**src/rtl/mux_rr_flop_pkg.sv**
```systemverilog
// rtl/mux_rr_flop_pkg.sv - shared defaults and mode encodings for the mux_rr_flop slice
//
// Purpose : default channel geometry, mode encoding and counter width used by
//           the interface, the arbiter and the top-level register stage.
// Ports   : none (package).

package mux_rr_flop_pkg;

   // Default geometry: 4 channels of 8 bits each.
   localparam int DEF_WIDTH    = 8;
   localparam int DEF_CHANNELS = 4;

   // Width of the grant counter; it wraps 255 -> 0.
   localparam int COUNT_W = 8;

   // Operating mode carried on the single-bit mode input.
   typedef enum logic {
      MODE_FIXED = 1'b0,   // registered mux on the fixed selector
      MODE_RR    = 1'b1    // round-robin over valid channels
   } mode_e;

endpackage

```
**src/rtl/mux_rr_flop_if.sv**
```systemverilog
// rtl/mux_rr_flop_if.sv - channel/handshake bundle between a source and mux_rr_flop
//
// Purpose : groups the packed channel data, per-channel valids, control inputs
//           and the registered outputs of mux_rr_flop.
// Ports   : none; signals
//           dataIn     [CHANNELS*WIDTH] packed channels, channel i at [i*WIDTH +: WIDTH]
//           validIn    [CHANNELS]       per-channel valid
//           selector   [SEL_W]          fixed channel index (fixed mode only)
//           mode       [1]              0 fixed-select, 1 round-robin
//           enable     [1]              1 update registers, 0 hold
//           dataOut    [WIDTH]          registered selected data
//           validOut   [1]              registered valid of selected channel
//           selOut     [SEL_W]          registered index loaded into dataOut
//           grantCount [8]              registered count of validOut=1 loads
// Modports: master drives the inputs of the mux, slave is the mux itself.

interface mux_rr_flop_if
   import mux_rr_flop_pkg::*;
#(
   parameter int WIDTH    = DEF_WIDTH,
   parameter int CHANNELS = DEF_CHANNELS
) ();

   localparam int SEL_W = $clog2(CHANNELS);

   logic [CHANNELS*WIDTH-1:0] dataIn;
   logic [CHANNELS-1:0]       validIn;
   logic [SEL_W-1:0]          selector;
   logic                      mode;
   logic                      enable;

   logic [WIDTH-1:0]          dataOut;
   logic                      validOut;
   logic [SEL_W-1:0]          selOut;
   logic [COUNT_W-1:0]        grantCount;

   modport master (
      output dataIn,
      output validIn,
      output selector,
      output mode,
      output enable,
      input  dataOut,
      input  validOut,
      input  selOut,
      input  grantCount
   );

   modport slave (
      input  dataIn,
      input  validIn,
      input  selector,
      input  mode,
      input  enable,
      output dataOut,
      output validOut,
      output selOut,
      output grantCount
   );

endinterface

```
**src/rtl/mux_rr_flop_rr_arbiter.sv**
```systemverilog
// rtl/mux_rr_flop_rr_arbiter.sv - combinational round-robin search over channel valids
//
// Purpose : starting at ptr and walking ptr, ptr+1, ... modulo CHANNELS, report
//           the first index whose valid bit is set.
// Ports   : validIn    in  [CHANNELS] per-channel valid
//           ptr        in  [SEL_W]    search start index
//           grantIdx   out [SEL_W]    first valid index found (0 when none)
//           grantFound out [1]        1 when any channel is valid

module rr_arbiter
   import mux_rr_flop_pkg::*;
#(
   parameter  int CHANNELS = DEF_CHANNELS,
   localparam int SEL_W    = $clog2(CHANNELS)
) (
   input  logic [CHANNELS-1:0] validIn,
   input  logic [SEL_W-1:0]    ptr,
   output logic [SEL_W-1:0]    grantIdx,
   output logic                grantFound
);

   logic [SEL_W-1:0] probeIdx;

   // CHANNELS is a power of two, so the SEL_W-bit add wraps the search
   // naturally back to index 0 without an explicit modulo.
   always_comb begin
      grantIdx   = '0;
      grantFound = 1'b0;
      probeIdx   = '0;
      for (int k = 0; k < CHANNELS; k++) begin
         probeIdx = ptr + SEL_W'(k);
         if (!grantFound && validIn[probeIdx]) begin
            grantFound = 1'b1;
            grantIdx   = probeIdx;
         end
      end
   end

endmodule

```
**src/rtl/mux_rr_flop.sv**
```systemverilog
// rtl/mux_rr_flop.sv - registered channel mux with fixed-select and round-robin modes
//
// Purpose : selects one of CHANNELS packed data channels, either by a fixed
//           selector or by round-robin over valid channels, and registers the
//           result with one clock of latency. Counts cycles that load a valid.
// Ports   : clk   in  1  clock, rising edge
//           reset in  1  synchronous active-high reset, dominates everything
//           bus   mux_rr_flop_if.slave  data/valid/control in, registered out
// Note    : WIDTH and CHANNELS must match the parameters of the connected bus.

module mux_rr_flop
   import mux_rr_flop_pkg::*;
#(
   parameter  int WIDTH    = DEF_WIDTH,
   parameter  int CHANNELS = DEF_CHANNELS,
   localparam int SEL_W    = $clog2(CHANNELS)
) (
   input  logic               clk,
   input  logic               reset,
   mux_rr_flop_if.slave       bus
);

   // Unpacked view of the packed channel bus.
   logic [WIDTH-1:0]   chan [CHANNELS];

   logic [SEL_W-1:0]   ptr;          // next round-robin search start
   logic [SEL_W-1:0]   grantIdx;
   logic               grantFound;

   mode_e              modeNow;
   logic [SEL_W-1:0]   loadIdx;      // channel that this edge would load
   logic               loadValid;    // this edge would load validOut=1
   logic               loadData;     // this edge updates dataOut/selOut
   logic [WIDTH-1:0]   muxData;

   logic [WIDTH-1:0]   dataOutQ;
   logic               validOutQ;
   logic [SEL_W-1:0]   selOutQ;
   logic [COUNT_W-1:0] grantCountQ;

   for (genvar g = 0; g < CHANNELS; g++) begin : g_chan
      assign chan[g] = bus.dataIn[g*WIDTH +: WIDTH];
   end

   assign modeNow = mode_e'(bus.mode);

   rr_arbiter #(
      .CHANNELS   (CHANNELS)
   ) u_arbiter (
      .validIn    (bus.validIn),
      .ptr        (ptr),
      .grantIdx   (grantIdx),
      .grantFound (grantFound)
   );

   // Fixed mode always loads the selected channel, valid or not; round-robin
   // only loads data when the search found something, otherwise dataOut and
   // selOut keep their last grant.
   always_comb begin
      loadIdx   = bus.selector;
      loadValid = bus.validIn[bus.selector];
      loadData  = 1'b1;
      if (modeNow == MODE_RR) begin
         loadIdx   = grantIdx;
         loadValid = grantFound;
         loadData  = grantFound;
      end
      muxData = chan[loadIdx];
   end

   always_ff @(posedge clk) begin
      if (reset) begin
         dataOutQ    <= '0;
         validOutQ   <= 1'b0;
         selOutQ     <= '0;
         grantCountQ <= '0;
         ptr         <= '0;
      end else if (bus.enable) begin
         validOutQ <= loadValid;
         if (loadData) begin
            dataOutQ <= muxData;
            selOutQ  <= loadIdx;
         end
         if (loadValid) begin
            grantCountQ <= grantCountQ + COUNT_W'(1);
         end
         // ptr only advances on a round-robin grant; fixed mode leaves it
         // untouched so switching back resumes where the search left off.
         if (modeNow == MODE_RR && grantFound) begin
            ptr <= grantIdx + SEL_W'(1);
         end
      end
   end

   assign bus.dataOut    = dataOutQ;
   assign bus.validOut   = validOutQ;
   assign bus.selOut     = selOutQ;
   assign bus.grantCount = grantCountQ;

endmodule

```
**src/flat_wrapper.sv**
```systemverilog
// flat-port wrapper written by rule: the top's interface ports become plain ports
module mux_rr_flop_flat import mux_rr_flop_pkg::*;
#(
   parameter  int WIDTH    = DEF_WIDTH,
   parameter  int CHANNELS = DEF_CHANNELS,
   localparam int SEL_W    = $clog2(CHANNELS)
)
  (clk, reset, bus_dataIn, bus_validIn, bus_selector, bus_mode, bus_enable, bus_dataOut, bus_validOut, bus_selOut, bus_grantCount);
  mux_rr_flop_if #(.WIDTH(WIDTH), .CHANNELS(CHANNELS)) bus_i ();
  input  logic clk;
  input  logic reset;
  input wire logic [$bits(bus_i.dataIn)-1:0] bus_dataIn;
  input wire logic [$bits(bus_i.validIn)-1:0] bus_validIn;
  input wire logic [$bits(bus_i.selector)-1:0] bus_selector;
  input wire logic [$bits(bus_i.mode)-1:0] bus_mode;
  input wire logic [$bits(bus_i.enable)-1:0] bus_enable;
  output wire logic [$bits(bus_i.dataOut)-1:0] bus_dataOut;
  output wire logic [$bits(bus_i.validOut)-1:0] bus_validOut;
  output wire logic [$bits(bus_i.selOut)-1:0] bus_selOut;
  output wire logic [$bits(bus_i.grantCount)-1:0] bus_grantCount;
  assign bus_i.dataIn = bus_dataIn;
  assign bus_i.validIn = bus_validIn;
  assign bus_i.selector = bus_selector;
  assign bus_i.mode = bus_mode;
  assign bus_i.enable = bus_enable;
  assign bus_dataOut = bus_i.dataOut;
  assign bus_validOut = bus_i.validOut;
  assign bus_selOut = bus_i.selOut;
  assign bus_grantCount = bus_i.grantCount;
  mux_rr_flop #(.WIDTH(WIDTH), .CHANNELS(CHANNELS)) u_core (.clk(clk), .reset(reset), .bus(bus_i));
endmodule
```
**config.mk**
```make
export PLATFORM = sky130hd
export DESIGN_NAME = mux_rr_flop_flat
export DESIGN_NICKNAME = d
export VERILOG_FILES = /design/src/rtl/mux_rr_flop_pkg.sv /design/src/rtl/mux_rr_flop_if.sv /design/src/rtl/mux_rr_flop_rr_arbiter.sv /design/src/rtl/mux_rr_flop.sv /design/src/flat_wrapper.sv
export SDC_FILE = /design/constraint.sdc
export NUM_CORES = 1
export LEC_CHECK = 0
export ABC_AREA = 0
export CORE_MARGIN = 2
export CORE_UTILIZATION = 43
export CTS_CLUSTER_SIZE = 20
export DETAILED_ROUTE_END_ITERATION = 8
export MAX_ROUTING_LAYER = met4
export PLACE_DENSITY = 0.81
export SYNTH_ARGS = -nofsm -noshare
export SYNTH_HDL_FRONTEND = slang
export SYNTH_HIERARCHICAL = 1
export SYNTH_SLANG_ARGS = --single-unit
```
**constraint.sdc**
```tcl
create_clock -name clk -period 6.5 [get_ports clk]
set_input_delay 1.95 -clock clk [delete_from_list [all_inputs] [get_ports clk]]
set_output_delay 1.95 -clock clk [all_outputs]
set_load 0.1 [all_outputs]
```
==> report_table.html, run 1 <==
<table>
<tr><th>Metric</th><th>Value</th></tr>
<tr><th colspan="2">Power</th></tr>
<tr><td>Peak ir drop on the vdd network</td><td>0.000146 V</td></tr>
<tr><td>Leak pwr</td><td>0.774 nW</td></tr>
<tr><td>PD cells</td><td>188 mW/mm²</td></tr>
<tr><th colspan="2">Floorplanning</th></tr>
<tr><td>Width of the chip</td><td>57.9 µm</td></tr>
<tr><td>Number of ports placed on the die boundary</td><td>61</td></tr>
<tr><td>Core footprint</td><td>0.00276 mm²</td></tr>
<tr><td>Initial core utilization</td><td>45.3%</td></tr>
<tr><td>Number of rows in the core area</td><td>19</td></tr>
<tr><td>Die Area</td><td>0.00335 mm²</td></tr>
<tr><td>Y dimension of the die</td><td>57.9 µm</td></tr>
<tr><th colspan="2">Timing</th></tr>
<tr><td>Setup violations, final</td><td>0</td></tr>
<tr><td>Setup clock skew after layout</td><td>5.48 ps</td></tr>
<tr><td>Total negative slack for setup checks</td><td>0 ps</td></tr>
<tr><td>Final clock period utilization by the worst path</td><td>59.3%</td></tr>
<tr><td>Slew at the pin with the worst max-slew slack</td><td>992 ps</td></tr>
<tr><td>Min Tclk post-route</td><td>3860 ps</td></tr>
<tr><td>Number of endpoints with negative hold slack in the final report</td><td>0</td></tr>
<tr><td>Max transition margin</td><td>33.7%</td></tr>
<tr><td>Fmax</td><td>259 MHz</td></tr>
<tr><td>RSZ-0062 raised after global routing</td><td>no</td></tr>
<tr><td>Slew Viols, Final</td><td>0</td></tr>
<tr><th colspan="2">Routing</th></tr>
<tr><td>Number of optimization iterations in the first detailed-route pass</td><td>4</td></tr>
<tr><td>Routed via count divided by cell count</td><td>5.56</td></tr>
<tr><td>Drt total wl</td><td>3390 µm</td></tr>
<tr><td>Routed wire per std cell</td><td>15.2 µm</td></tr>
<tr><td>Remaining number of nets flagged by the antenna check after routing</td><td>0</td></tr>
<tr><td>Total number of vias</td><td>1240</td></tr>
<tr><td>Drt first-iter violations</td><td>34</td></tr>
<tr><td>DRC Markers</td><td>0</td></tr>
<tr><th colspan="2">Global route</th></tr>
<tr><td>Maximum number of pins on one net before global-route repair</td><td>18</td></tr>
<tr><td>First-pass GRT wire length</td><td>5490 µm</td></tr>
<tr><td>Global-route congestion overflow total</td><td>0</td></tr>
<tr><td>Total global-route track usage</td><td>21.6%</td></tr>
<tr><td>Number of antenna violations at the first check in global routing</td><td>0</td></tr>
<tr><td>Via count of the first global-routing pass</td><td>1200</td></tr>
<tr><th colspan="2">Outcome</th></tr>
<tr><td>Outcome</td><td>completed</td></tr>
<tr><th colspan="2">Clock tree</th></tr>
<tr><td>Clock tree root buffer cell</td><td>sky130_fd_sc_hd__clkbuf_4</td></tr>
<tr><td>Post-CTS setup buffer count</td><td>0</td></tr>
<tr><td>Number of CTS-inserted buffers</td><td>3</td></tr>
<tr><td>Number of resized instances in the post-cts repair step</td><td>0</td></tr>
<tr><td>Number of sinks driven by the clock tree</td><td>21</td></tr>
<tr><td>Clk_lat worst skew</td><td>290 ps</td></tr>
<tr><td>Number of levels in the clock H-tree</td><td>1</td></tr>
<tr><td>TritonCTS clock tree</td><td>built</td></tr>
<tr><td>Max Buffers Root-to-Sink</td><td>2</td></tr>
<tr><td>CTS Hold Bufs</td><td>0</td></tr>
<tr><td>CTS clock-pin slew for the worst setup and hold paths</td><td>110 ps</td></tr>
<tr><th colspan="2">Critical path</th></tr>
<tr><td>Delay-heaviest family, CP</td><td>buffers and inverters</td></tr>
<tr><td>CP required</td><td>4550 ps</td></tr>
<tr><td>Data arrival time at the worst-slack endpoint</td><td>1910 ps</td></tr>
<tr><td>Worst-path maximum fanout</td><td>7</td></tr>
<tr><td>Startpoint type of the worst setup path</td><td>register</td></tr>
<tr><td>Start-to-end type of the worst setup path</td><td>register to primary output</td></tr>
<tr><td>Worst setup EP type</td><td>primary output</td></tr>
<tr><td>Number of buffers and inverters on the critical path</td><td>1</td></tr>
<tr><td>Slowest cell delay on critical path</td><td>1170 ps</td></tr>
<tr><td>Reg2reg setup slack</td><td>4540 ps</td></tr>
<tr><td>Worst-path cell with the longest stage delay</td><td>sky130_fd_sc_hd__clkdlybuf4s50_1</td></tr>
<tr><td>Critical Path, Cell by Cell</td><td>clkdlybuf4s50_1</td></tr>
<tr><th colspan="2">Layout</th></tr>
<tr><td>Share of final-layout standard cells stronger than drive strength 1</td><td>8.85%</td></tr>
<tr><td>Area of all placed cells without fillers</td><td>0.00186 mm²</td></tr>
<tr><td>Post-layout instance count excluding filler cells</td><td>223</td></tr>
<tr><td>Fill cell count</td><td>237</td></tr>
<tr><td>Area of combinational cells with multiple inputs</td><td>742 µm²</td></tr>
<tr><td>Count of inserted antenna diode cells</td><td>0</td></tr>
<tr><td>Final-stage net count</td><td>236</td></tr>
<tr><td>Flip-flop and latch area</td><td>420 µm²</td></tr>
<tr><td>P&amp;R area growth vs syn</td><td>48.8%</td></tr>
<tr><th colspan="2">Min path</th></tr>
<tr><td>HP Class</td><td>register to register</td></tr>
<tr><th colspan="2">Placed design</th></tr>
<tr><td>DP Wirelength</td><td>2810 µm</td></tr>
<tr><td>Port Buffer Count</td><td>60</td></tr>
<tr><td>Final GP Congestion</td><td>0.846</td></tr>
<tr><td>Dpl cell area</td><td>0.00183 mm²</td></tr>
<tr><td>Placed Cells incl. Taps</td><td>219</td></tr>
<tr><th colspan="2">Logic synthesis</th></tr>
<tr><td>Largest area contributor in the synthesized netlist</td><td>sky130_fd_sc_hd__dfxtp_1</td></tr>
<tr><td>Net count after synthesis</td><td>178</td></tr>
<tr><td>Post-Syn Area per Cell</td><td>9.25 µm²</td></tr>
<tr><td>Primary flip-flop cell chosen by synthesis mapping</td><td>sky130_fd_sc_hd__dfxtp_1</td></tr>
<tr><td>Sequential fraction of the synthesis area</td><td>33.7%</td></tr>
<tr><td>Unique masters post-synth</td><td>42</td></tr>
<tr><td>Gate Count Post-Synth</td><td>135</td></tr>
<tr><td>Fraction of registers with async set or reset after synthesis</td><td>0%</td></tr>
<tr><td>Number of synthesized register bits</td><td>21</td></tr>
<tr><td>Post-synth design cell area</td><td>0.00125 mm²</td></tr>
<tr><td>Warnings from Yosys</td><td>6</td></tr>
<tr><td>EDFF count, synth</td><td>0</td></tr>
<tr><td>Portion of synthesized cell area occupied by the leading cell type</td><td>33.7%</td></tr>
<tr><td>Biggest area contributors in the synthesized netlist</td><td>sky130_fd_sc_hd__dfxtp_1, sky130_fd_sc_hd__mux2i_1, sky130_fd_sc_hd__a21o_1</td></tr>
<tr><th colspan="2">Flow run</th></tr>
<tr><td>Max-cap violations</td><td>0</td></tr>
</table>
-- cell usage after synthesis (2+ instances only) --
cell type / instances
sky130_fd_sc_hd__o22ai_1: 8
sky130_fd_sc_hd__a21o_1: 8
sky130_fd_sc_hd__dfxtp_1: 21
sky130_fd_sc_hd__a21oi_1: 10
sky130_fd_sc_hd__clkbuf_1: 2
sky130_fd_sc_hd__o21ai_1: 5
sky130_fd_sc_hd__or3_2: 3
sky130_fd_sc_hd__o21ai_0: 2
sky130_fd_sc_hd__a211oi_1: 2
sky130_fd_sc_hd__nor2_1: 6
sky130_fd_sc_hd__and3_2: 2
sky130_fd_sc_hd__nand3_1: 4
sky130_fd_sc_hd__inv_1: 7
sky130_fd_sc_hd__nand2b_1: 2
sky130_fd_sc_hd__nor2b_1: 2
sky130_fd_sc_hd__mux2_2: 2
sky130_fd_sc_hd__nand2_1: 4
sky130_fd_sc_hd__mux2i_1: 18
sky130_fd_sc_hd__buf_6: 4
-- where the power goes --
group / switching [mW] / total (mW) / internal (mW)
Clock: 0.0350 / 0.0588 / 0.0238
Combinational: 0.0897 / 0.147 / 0.0568
Sequential: 0.00624 / 0.143 / 0.137
Total: 0.131 / 0.349 / 0.218
-- sequential cells by signal, indices dropped and copies added (netlist names) --
signal                 count
u_core/ptr                 2
u_core/bus.dataOut         8
u_core/bus.selOut          2
u_core/bus.validOut        1
u_core/bus.grantCount      8
-- layout by cell type (no fill, tap or decap), types with 2 or more instances in the layout --
cell type	Yosys	routed
sky130_fd_sc_hd__a21oi_1	10	10
sky130_fd_sc_hd__mux2_2	2	2
sky130_fd_sc_hd__o21ai_1	5	5
sky130_fd_sc_hd__dfxtp_1	21	21
sky130_fd_sc_hd__nand2b_1	2	2
sky130_fd_sc_hd__and3_2	2	2
sky130_fd_sc_hd__nor2_1	6	6
sky130_fd_sc_hd__a211oi_1	2	2
sky130_fd_sc_hd__a21o_1	8	8
sky130_fd_sc_hd__inv_1	7	7
sky130_fd_sc_hd__nor2b_1	2	2
sky130_fd_sc_hd__mux2i_1	18	18
sky130_fd_sc_hd__or3_2	3	3
sky130_fd_sc_hd__nand2_1	4	4
sky130_fd_sc_hd__o21ai_0	2	2
sky130_fd_sc_hd__o22ai_1	8	8
sky130_fd_sc_hd__nand3_1	4	4
sky130_fd_sc_hd__clkbuf_4	0	3
sky130_fd_sc_hd__clkdlybuf4s50_1	0	60
-- worst paths after layout --
path / endpoint / startpoint / cells after the start
worst max-delay path: bus_grantCount[2] / u_core/bus.grantCount[2] / 1
worst min-delay path: u_core/bus.dataOut[0] / u_core/bus.dataOut[0] / 1
worst max register to register: u_core/bus.dataOut[0] / u_core/ptr[0] / 7
worst min register to register: u_core/bus.dataOut[0] / u_core/bus.dataOut[0] / 1
-- metal layers --
metal	up-vias	GRT usage [%]	wire, µm
met1	589	25.9	1410
met2	27	37.0	1770
li1	618	-	-
met4	0	6.64	55
met5	-	-	0
met3	6	3.35	145
-- cell families after synthesis --
kind of cell    share of synthesized area, %
xor+xnor                                1.40
buf+inv                                 6.91
compound gates                          24.1
flops                                   33.7
fa+ha+maj                               1.00
simple gates                            15.4
mux                                     17.4
-- per-stage QoR --
step           power [mW]  util (%)  setup slack (ps)  hold WS (ps)
4_1_cts             0.352      67.4              2630           468
6_report            0.349      67.4              2640           461
3_3_place_gp        0.290      66.4              2550           436
3_5_place_dp        0.292      66.4              2450           442
2_1_floorplan       0.246         -              3080           509
5_1_grt             0.367      67.4              2560           500
-- area by class of cell --
cell class / instances / area share (%)
Clock buffer: 4 / 1.41
Inverter: 8 / 1.62
Multi-Input combinational cell: 99 / 39.9
Sequential cell: 21 / 22.6
Tap cell: 31 / 2.09
Timing Repair Buffer: 60 / 32.3
Note: power is estimated with default switching activity, not from simulation.
==> run 2, diff against run 1 <==
CORE_UTILIZATION = 40   (was 43)
PLACE_DENSITY = 0.76   (was 0.81)
clock period = 3.9 ns   (was 6.5 ns; I/O delays follow)
==> report_table.html, run 2 (synthesis results as in run 1) <==
<table>
<tr><th>Metric</th><th>Value</th></tr>
<tr><th colspan="2">Outcome</th></tr>
<tr><td>Outcome</td><td>completed</td></tr>
<tr><th colspan="2">Layout</th></tr>
<tr><td>Area of all placed cells without fillers</td><td>0.00184 mm²</td></tr>
<tr><td>Most common library cell in the layout ignoring fill and taps</td><td>sky130_fd_sc_hd__clkdlybuf4s50_1</td></tr>
<tr><td>Share of final-layout standard cells stronger than drive strength 1</td><td>13.0%</td></tr>
<tr><td>Flip-flop and latch area</td><td>420 µm²</td></tr>
<tr><td>Most used cells in the layout excluding fill and tap cells</td><td>sky130_fd_sc_hd__clkdlybuf4s50_1, sky130_fd_sc_hd__dfxtp_1, sky130_fd_sc_hd__mux2i_1</td></tr>
<tr><td>P&amp;R area growth vs syn</td><td>47.7%</td></tr>
<tr><td>Area of combinational cells with multiple inputs</td><td>742 µm²</td></tr>
<tr><td>Fill cell count</td><td>280</td></tr>
<tr><td>Count of inserted antenna diode cells</td><td>0</td></tr>
<tr><td>Final-stage net count</td><td>236</td></tr>
<tr><th colspan="2">Floorplanning</th></tr>
<tr><td>Core footprint</td><td>0.00300 mm²</td></tr>
<tr><td>Number of ports placed on the die boundary</td><td>61</td></tr>
<tr><td>Width of the chip</td><td>59.9 µm</td></tr>
<tr><td>Die Area</td><td>0.00358 mm²</td></tr>
<tr><td>Number of rows in the core area</td><td>20</td></tr>
<tr><td>Initial core utilization</td><td>41.6%</td></tr>
<tr><td>Y dimension of the die</td><td>59.9 µm</td></tr>
<tr><th colspan="2">Timing</th></tr>
<tr><td>Max transition margin</td><td>34.3%</td></tr>
<tr><td>Setup clock skew after layout</td><td>1.30 ps</td></tr>
<tr><td>Total negative slack for setup checks</td><td>0 ps</td></tr>
<tr><td>RSZ-0062 raised after global routing</td><td>no</td></tr>
<tr><td>Final clock period utilization by the worst path</td><td>77.1%</td></tr>
<tr><td>Fmax</td><td>332 MHz</td></tr>
<tr><td>Number of endpoints with negative hold slack in the final report</td><td>0</td></tr>
<tr><td>Worst slack on hold paths</td><td>466 ps</td></tr>
<tr><td>Min Tclk post-route</td><td>3010 ps</td></tr>
<tr><td>Slew Viols, Final</td><td>0</td></tr>
<tr><td>Setup violations, final</td><td>0</td></tr>
<tr><td>Slew at the pin with the worst max-slew slack</td><td>982 ps</td></tr>
<tr><th colspan="2">Routing</th></tr>
<tr><td>Routed wire per std cell</td><td>14.0 µm</td></tr>
<tr><td>Top metal layer carrying routed signals</td><td>met4</td></tr>
<tr><td>Met3 wirelength from detailed routing</td><td>125 µm</td></tr>
<tr><td>WL met2</td><td>1620 µm</td></tr>
<tr><td>Drt first-iter violations</td><td>49</td></tr>
<tr><td>Total number of vias</td><td>1218</td></tr>
<tr><td>Metal1 wirelength</td><td>1360 µm</td></tr>
<tr><td>DRC Markers</td><td>0</td></tr>
<tr><td>Routed via count divided by cell count</td><td>5.41</td></tr>
<tr><td>Remaining number of nets flagged by the antenna check after routing</td><td>0</td></tr>
<tr><td>Drt total wl</td><td>3150 µm</td></tr>
<tr><td>Number of optimization iterations in the first detailed-route pass</td><td>4</td></tr>
<tr><th colspan="2">Critical path</th></tr>
<tr><td>Startpoint type of the worst setup path</td><td>input port</td></tr>
<tr><td>Worst-path maximum fanout</td><td>17</td></tr>
<tr><td>Critical Path, Cell by Cell</td><td>clkdlybuf4s50_1, a21oi_1, o21ai_0, a21oi_1, mux2_4, mux2i_1, o22ai_1, a21o_1</td></tr>
<tr><td>Data arrival time at the worst-slack endpoint</td><td>3210 ps</td></tr>
<tr><td>Delay-heaviest family, CP</td><td>compound AO/OA/AOI/OAI gates</td></tr>
<tr><td>Worst-path cell with the longest stage delay</td><td>sky130_fd_sc_hd__clkdlybuf4s50_1</td></tr>
<tr><td>Top cell by count, worst path</td><td>sky130_fd_sc_hd__a21oi_1</td></tr>
<tr><td>Slowest cell delay on critical path</td><td>480 ps</td></tr>
<tr><td>Number of buffers and inverters on the critical path</td><td>1</td></tr>
<tr><td>Worst setup EP type</td><td>register</td></tr>
<tr><td>CP required</td><td>4100 ps</td></tr>
<tr><td>Start-to-end type of the worst setup path</td><td>input port to register</td></tr>
<tr><td>Reg2reg setup slack</td><td>1930 ps</td></tr>
<tr><th colspan="2">Placed design</th></tr>
<tr><td>Dpl cell area</td><td>0.00182 mm²</td></tr>
<tr><td>Final GP Congestion</td><td>0.817</td></tr>
<tr><td>DP Wirelength</td><td>2500 µm</td></tr>
<tr><td>Port Buffer Count</td><td>60</td></tr>
<tr><th colspan="2">Power</th></tr>
<tr><td>Power Total</td><td>0.581 mW</td></tr>
<tr><td>Peak ir drop on the vdd network</td><td>0.000167 V</td></tr>
<tr><td>Leak pwr</td><td>0.790 nW</td></tr>
<tr><td>PD cells</td><td>315 mW/mm²</td></tr>
<tr><th colspan="2">Global route</th></tr>
<tr><td>Global-route congestion overflow total</td><td>0</td></tr>
<tr><td>Maximum number of pins on one net before global-route repair</td><td>18</td></tr>
<tr><td>First-pass GRT wire length</td><td>4950 µm</td></tr>
<tr><td>Number of antenna violations at the first check in global routing</td><td>0</td></tr>
<tr><td>Via count of the first global-routing pass</td><td>1190</td></tr>
<tr><td>Total global-route track usage</td><td>18.4%</td></tr>
<tr><th colspan="2">Clock tree</th></tr>
<tr><td>CTS clock-pin slew for the worst setup and hold paths</td><td>110 ps</td></tr>
<tr><td>Clock tree root buffer cell</td><td>sky130_fd_sc_hd__clkbuf_4</td></tr>
<tr><td>CTS Hold Bufs</td><td>0</td></tr>
<tr><td>TritonCTS clock tree</td><td>built</td></tr>
<tr><td>Number of resized instances in the post-cts repair step</td><td>0</td></tr>
<tr><td>Clk_lat worst skew</td><td>290 ps</td></tr>
<tr><td>Number of sinks driven by the clock tree</td><td>21</td></tr>
<tr><td>Number of CTS-inserted buffers</td><td>3</td></tr>
<tr><td>Max Buffers Root-to-Sink</td><td>2</td></tr>
<tr><td>Number of levels in the clock H-tree</td><td>1</td></tr>
<tr><td>Post-CTS setup buffer count</td><td>0</td></tr>
<tr><th colspan="2">Min path</th></tr>
<tr><td>HP Class</td><td>register to register</td></tr>
<tr><th colspan="2">Flow run</th></tr>
<tr><td>Max-cap violations</td><td>0</td></tr>
</table>
-- run 2: cell types whose count changed in the layout (fill, tap and decap cells not counted) --
cell                              previous run  this run
sky130_fd_sc_hd__buf_4                       0         7
sky130_fd_sc_hd__clkdlybuf4s50_1            60        53
sky130_fd_sc_hd__clkbuf_1                    1         0
sky130_fd_sc_hd__clkinv_2                    0         1
-- run 2: worst paths after layout --
path / from / to / depth (start not counted)
worst max-delay path: bus_validIn[0] / u_core/bus.dataOut[3] / 8
worst min-delay path: u_core/bus.dataOut[5] / u_core/bus.dataOut[5] / 1
worst max register to register: u_core/ptr[1] / u_core/bus.dataOut[3] / 7
worst min register to register: u_core/bus.dataOut[5] / u_core/bus.dataOut[5] / 1
-- run 2: where the power goes --
group          switching, mW  internal (mW)  leakage (nW)
logic                  0.147         0.0931         0.600
registers             0.0102          0.229         0.172
clock network         0.0639         0.0381        0.0177
total                  0.221          0.360         0.790
-- run 2: worst register-to-register path, delay by kind of cell, from the launching register on --
kind	cells	cell delay (ps)
AO/OA/AOI/OAI	5	850
multiplexers	2	660
flip-flops	1	360
-- run 2: cell type report --
| type | count | area share (%) |
|---|---|---|
| clock buffers | 3 | 1.22 |
| repair buffers | 60 | 31.6 |
| flip-flops and latches | 21 | 22.8 |
| inverters | 8 | 1.63 |
| clock inverters | 1 | 0.271 |
| well taps | 33 | 2.24 |
| multi-input cells | 99 | 40.2 |
-- run 2: per-stage QoR --
stage          worst slack, ps  cells  utilization (%)
2_1_floorplan             1260    135                -
3_3_place_gp               723    221             60.5
3_5_place_dp               610    221             60.5
4_1_cts                    883    225             61.4
5_1_grt                    773    225             61.4
6_report                   892    225             61.4
-- run 2: metal layers --
layer / track usage (%) / up-vias
met4: 6.67 / 0
met1: 21.8 / 571
met3: 2.60 / 4
met2: 31.7 / 31
met5: - / -
li1: - / 612
==> run 3, diff against run 2 <==
CORE_UTILIZATION = 36   (was 40)
PLACE_DENSITY = 0.72   (was 0.76)
clock period = 2.6 ns   (was 3.9 ns; I/O delays follow)
==> report_table.html, run 3 (synthesis results as in run 1) <==
<table>
<tr><th>Metric</th><th>Value</th></tr>
<tr><th colspan="2">Floorplanning</th></tr>
<tr><td>Die Area</td><td>0.00396 mm²</td></tr>
<tr><td>Number of rows in the core area</td><td>21</td></tr>
<tr><td>Y dimension of the die</td><td>62.9 µm</td></tr>
<tr><td>Width of the chip</td><td>62.9 µm</td></tr>
<tr><td>Number of ports placed on the die boundary</td><td>61</td></tr>
<tr><td>Core footprint</td><td>0.00334 mm²</td></tr>
<tr><td>Initial core utilization</td><td>37.4%</td></tr>
<tr><th colspan="2">Timing</th></tr>
<tr><td>Fmax</td><td>403 MHz</td></tr>
<tr><td>Final clock period utilization by the worst path</td><td>95.4%</td></tr>
<tr><td>RSZ-0062 raised after global routing</td><td>no</td></tr>
<tr><td>Worst slack on hold paths</td><td>474 ps</td></tr>
<tr><td>Min Tclk post-route</td><td>2480 ps</td></tr>
<tr><td>Number of endpoints with negative hold slack in the final report</td><td>0</td></tr>
<tr><td>Max transition margin</td><td>72.8%</td></tr>
<tr><td>Setup clock skew after layout</td><td>5.85 ps</td></tr>
<tr><td>Slew at the pin with the worst max-slew slack</td><td>403 ps</td></tr>
<tr><td>Setup violations, final</td><td>0</td></tr>
<tr><td>Slew Viols, Final</td><td>0</td></tr>
<tr><th colspan="2">Critical path</th></tr>
<tr><td>Startpoint type of the worst setup path</td><td>input port</td></tr>
<tr><td>Reg2reg setup slack</td><td>740 ps</td></tr>
<tr><td>Top cell by count, worst path</td><td>sky130_fd_sc_hd__a21oi_1</td></tr>
<tr><td>Worst-path cell with the longest stage delay</td><td>sky130_fd_sc_hd__clkdlybuf4s50_1</td></tr>
<tr><td>Critical Path, Cell by Cell</td><td>clkdlybuf4s50_1, a21oi_1, o21ai_0, a21oi_1, mux2_4, buf_12, mux2i_1, o22ai_1, a21o_1</td></tr>
<tr><td>Slowest cell delay on critical path</td><td>480 ps</td></tr>
<tr><td>Reg-to-reg critical path startpoint</td><td>u_core/ptr[1]</td></tr>
<tr><td>Start-to-end type of the worst setup path</td><td>input port to register</td></tr>
<tr><td>Worst reg-to-reg path cell count</td><td>8</td></tr>
<tr><td>CP required</td><td>2790 ps</td></tr>
<tr><td>Number of buffers and inverters on the critical path</td><td>2</td></tr>
<tr><td>Worst setup EP type</td><td>register</td></tr>
<tr><td>Worst-path maximum fanout</td><td>6</td></tr>
<tr><td>Delay-heaviest family, CP</td><td>compound AO/OA/AOI/OAI gates</td></tr>
<tr><td>Data arrival time at the worst-slack endpoint</td><td>2680 ps</td></tr>
<tr><td>RR Endpoint</td><td>u_core/bus.dataOut[7]</td></tr>
<tr><td>Launch point of the worst path</td><td>bus_validIn[0]</td></tr>
<tr><th colspan="2">Clock tree</th></tr>
<tr><td>TritonCTS clock tree</td><td>built</td></tr>
<tr><td>Number of CTS-inserted buffers</td><td>3</td></tr>
<tr><td>CTS clock-pin slew for the worst setup and hold paths</td><td>100 ps</td></tr>
<tr><td>Clock tree root buffer cell</td><td>sky130_fd_sc_hd__clkbuf_4</td></tr>
<tr><td>Max Buffers Root-to-Sink</td><td>2</td></tr>
<tr><td>Number of sinks driven by the clock tree</td><td>21</td></tr>
<tr><td>Clk_lat worst skew</td><td>290 ps</td></tr>
<tr><td>Number of levels in the clock H-tree</td><td>1</td></tr>
<tr><th colspan="2">Routing</th></tr>
<tr><td>Drt first-iter violations</td><td>34</td></tr>
<tr><td>Routed wire per std cell</td><td>14.8 µm</td></tr>
<tr><td>Remaining number of nets flagged by the antenna check after routing</td><td>0</td></tr>
<tr><td>Routed via count divided by cell count</td><td>5.00</td></tr>
<tr><td>Drt total wl</td><td>3740 µm</td></tr>
<tr><td>DRC Markers</td><td>0</td></tr>
<tr><td>Total number of vias</td><td>1260</td></tr>
<tr><td>Number of optimization iterations in the first detailed-route pass</td><td>4</td></tr>
<tr><th colspan="2">Layout</th></tr>
<tr><td>Share of final-layout standard cells stronger than drive strength 1</td><td>24.8%</td></tr>
<tr><td>Count of inserted antenna diode cells</td><td>0</td></tr>
<tr><td>Most used cells in the layout excluding fill and tap cells</td><td>sky130_fd_sc_hd__clkdlybuf4s50_1, sky130_fd_sc_hd__buf_4, sky130_fd_sc_hd__dfxtp_1</td></tr>
<tr><td>P&amp;R area growth vs syn</td><td>57.2%</td></tr>
<tr><td>Area of combinational cells with multiple inputs</td><td>746 µm²</td></tr>
<tr><td>Flip-flop and latch area</td><td>420 µm²</td></tr>
<tr><td>Fill cell count</td><td>313</td></tr>
<tr><td>Area of all placed cells without fillers</td><td>0.00196 mm²</td></tr>
<tr><td>Most common library cell in the layout ignoring fill and taps</td><td>sky130_fd_sc_hd__clkdlybuf4s50_1</td></tr>
<tr><td>Final-stage net count</td><td>250</td></tr>
<tr><th colspan="2">Global route</th></tr>
<tr><td>Number of antenna violations at the first check in global routing</td><td>0</td></tr>
<tr><td>Maximum number of pins on one net before global-route repair</td><td>18</td></tr>
<tr><td>First-pass GRT wire length</td><td>5840 µm</td></tr>
<tr><td>Via count of the first global-routing pass</td><td>1254</td></tr>
<tr><td>Global-route congestion overflow total</td><td>0</td></tr>
<tr><td>Total global-route track usage</td><td>19.0%</td></tr>
<tr><th colspan="2">Power</th></tr>
<tr><td>Relative contribution of combinational cells to total power</td><td>43.9%</td></tr>
<tr><td>PD cells</td><td>462 mW/mm²</td></tr>
<tr><td>Share of total power consumed by net switching</td><td>37.5%</td></tr>
<tr><td>Total internal power</td><td>0.567 mW</td></tr>
<tr><td>Peak ir drop on the vdd network</td><td>0.000316 V</td></tr>
<tr><td>Clock network fraction of design power</td><td>16.5%</td></tr>
<tr><td>Net switching power figure</td><td>0.340 mW</td></tr>
<tr><td>Sequential cell fraction of total power</td><td>39.7%</td></tr>
<tr><td>Leak pwr</td><td>0.887 nW</td></tr>
<tr><th colspan="2">Outcome</th></tr>
<tr><td>Outcome</td><td>completed</td></tr>
<tr><th colspan="2">Placed design</th></tr>
<tr><td>DP Wirelength</td><td>3010 µm</td></tr>
<tr><td>Final GP Congestion</td><td>0.789</td></tr>
<tr><td>Port Buffer Count</td><td>60</td></tr>
<tr><td>Dpl cell area</td><td>0.00188 mm²</td></tr>
<tr><th colspan="2">Min path</th></tr>
<tr><td>HP Class</td><td>register to register</td></tr>
<tr><td>Depth of the worst hold-timing path</td><td>1</td></tr>
<tr><td>Terminating pin of the worst hold path</td><td>u_core/bus.dataOut[6]</td></tr>
<tr><td>Hold wc startpoint</td><td>u_core/bus.dataOut[6]</td></tr>
<tr><th colspan="2">Flow run</th></tr>
<tr><td>Max-cap violations</td><td>0</td></tr>
</table>
-- run 3: layout make-up --
class,count,area share [%]
clock buffers,4,1.34
repair buffers,74,34.8
multi-input cells,99,38.0
inverters,8,1.53
well taps,46,2.93
flip-flops and latches,21,21.4
-- run 3: per-stage QoR --
step                setup TNS [ps]  total power [mW]  cells  setup slack [ps]  util [%]
global route                     0             0.955    252              20.8      58.8
floorplan                        0             0.616    135               351         -
CTS                              0             0.897    246              85.9      57.0
finish                           0             0.908    252               119      58.8
detailed placement           -1760             0.745    242              -221      56.2
global placement              -824             0.738    242              -130      56.2
-- run 3: repair_timing --
| action | CTS | global route |
|---|---|---|
| endpoints found under the setup margin | 0 | 8 |
| endpoints found under the hold margin | 0 | 0 |
| hold buffers | 0 | 0 |
| resized for setup | 0 | 1 |
| buffers inserted | 0 | 6 |
-- run 3: worst max path at each step --
stage	end	slack, ps	cells past startpoint
after CTS	u_core/bus.dataOut[7]	90	8
after detailed placement	u_core/bus.dataOut[7]	-220	8
after floorplan	u_core/bus.dataOut[6]	350	8
after global routing	u_core/bus.dataOut[7]	20	9
final	u_core/bus.dataOut[7]	120	9
after global placement	u_core/bus.dataOut[7]	-130	8
-- run 3: power by group through the flow --
stage | logic [mW] | clock network (mW) | registers, mW
floorplan | 0.119 | 0 | 0.497
global placement | 0.372 | 0 | 0.366
detailed placement | 0.377 | 0 | 0.368
CTS | 0.379 | 0.158 | 0.361
global route | 0.418 | 0.174 | 0.364
finish | 0.399 | 0.149 | 0.360
-- run 3: routing by layer --
| layer | up-vias | global-route usage, % | wire (µm) |
|---|---|---|---|
| met5 | - | - | 0 |
| li1 | 640 | - | - |
| met2 | 14 | 33.8 | 2060 |
| met1 | 604 | 22.2 | 1580 |
| met4 | 0 | 5.00 | 15 |
| met3 | 2 | 2.70 | 79 |
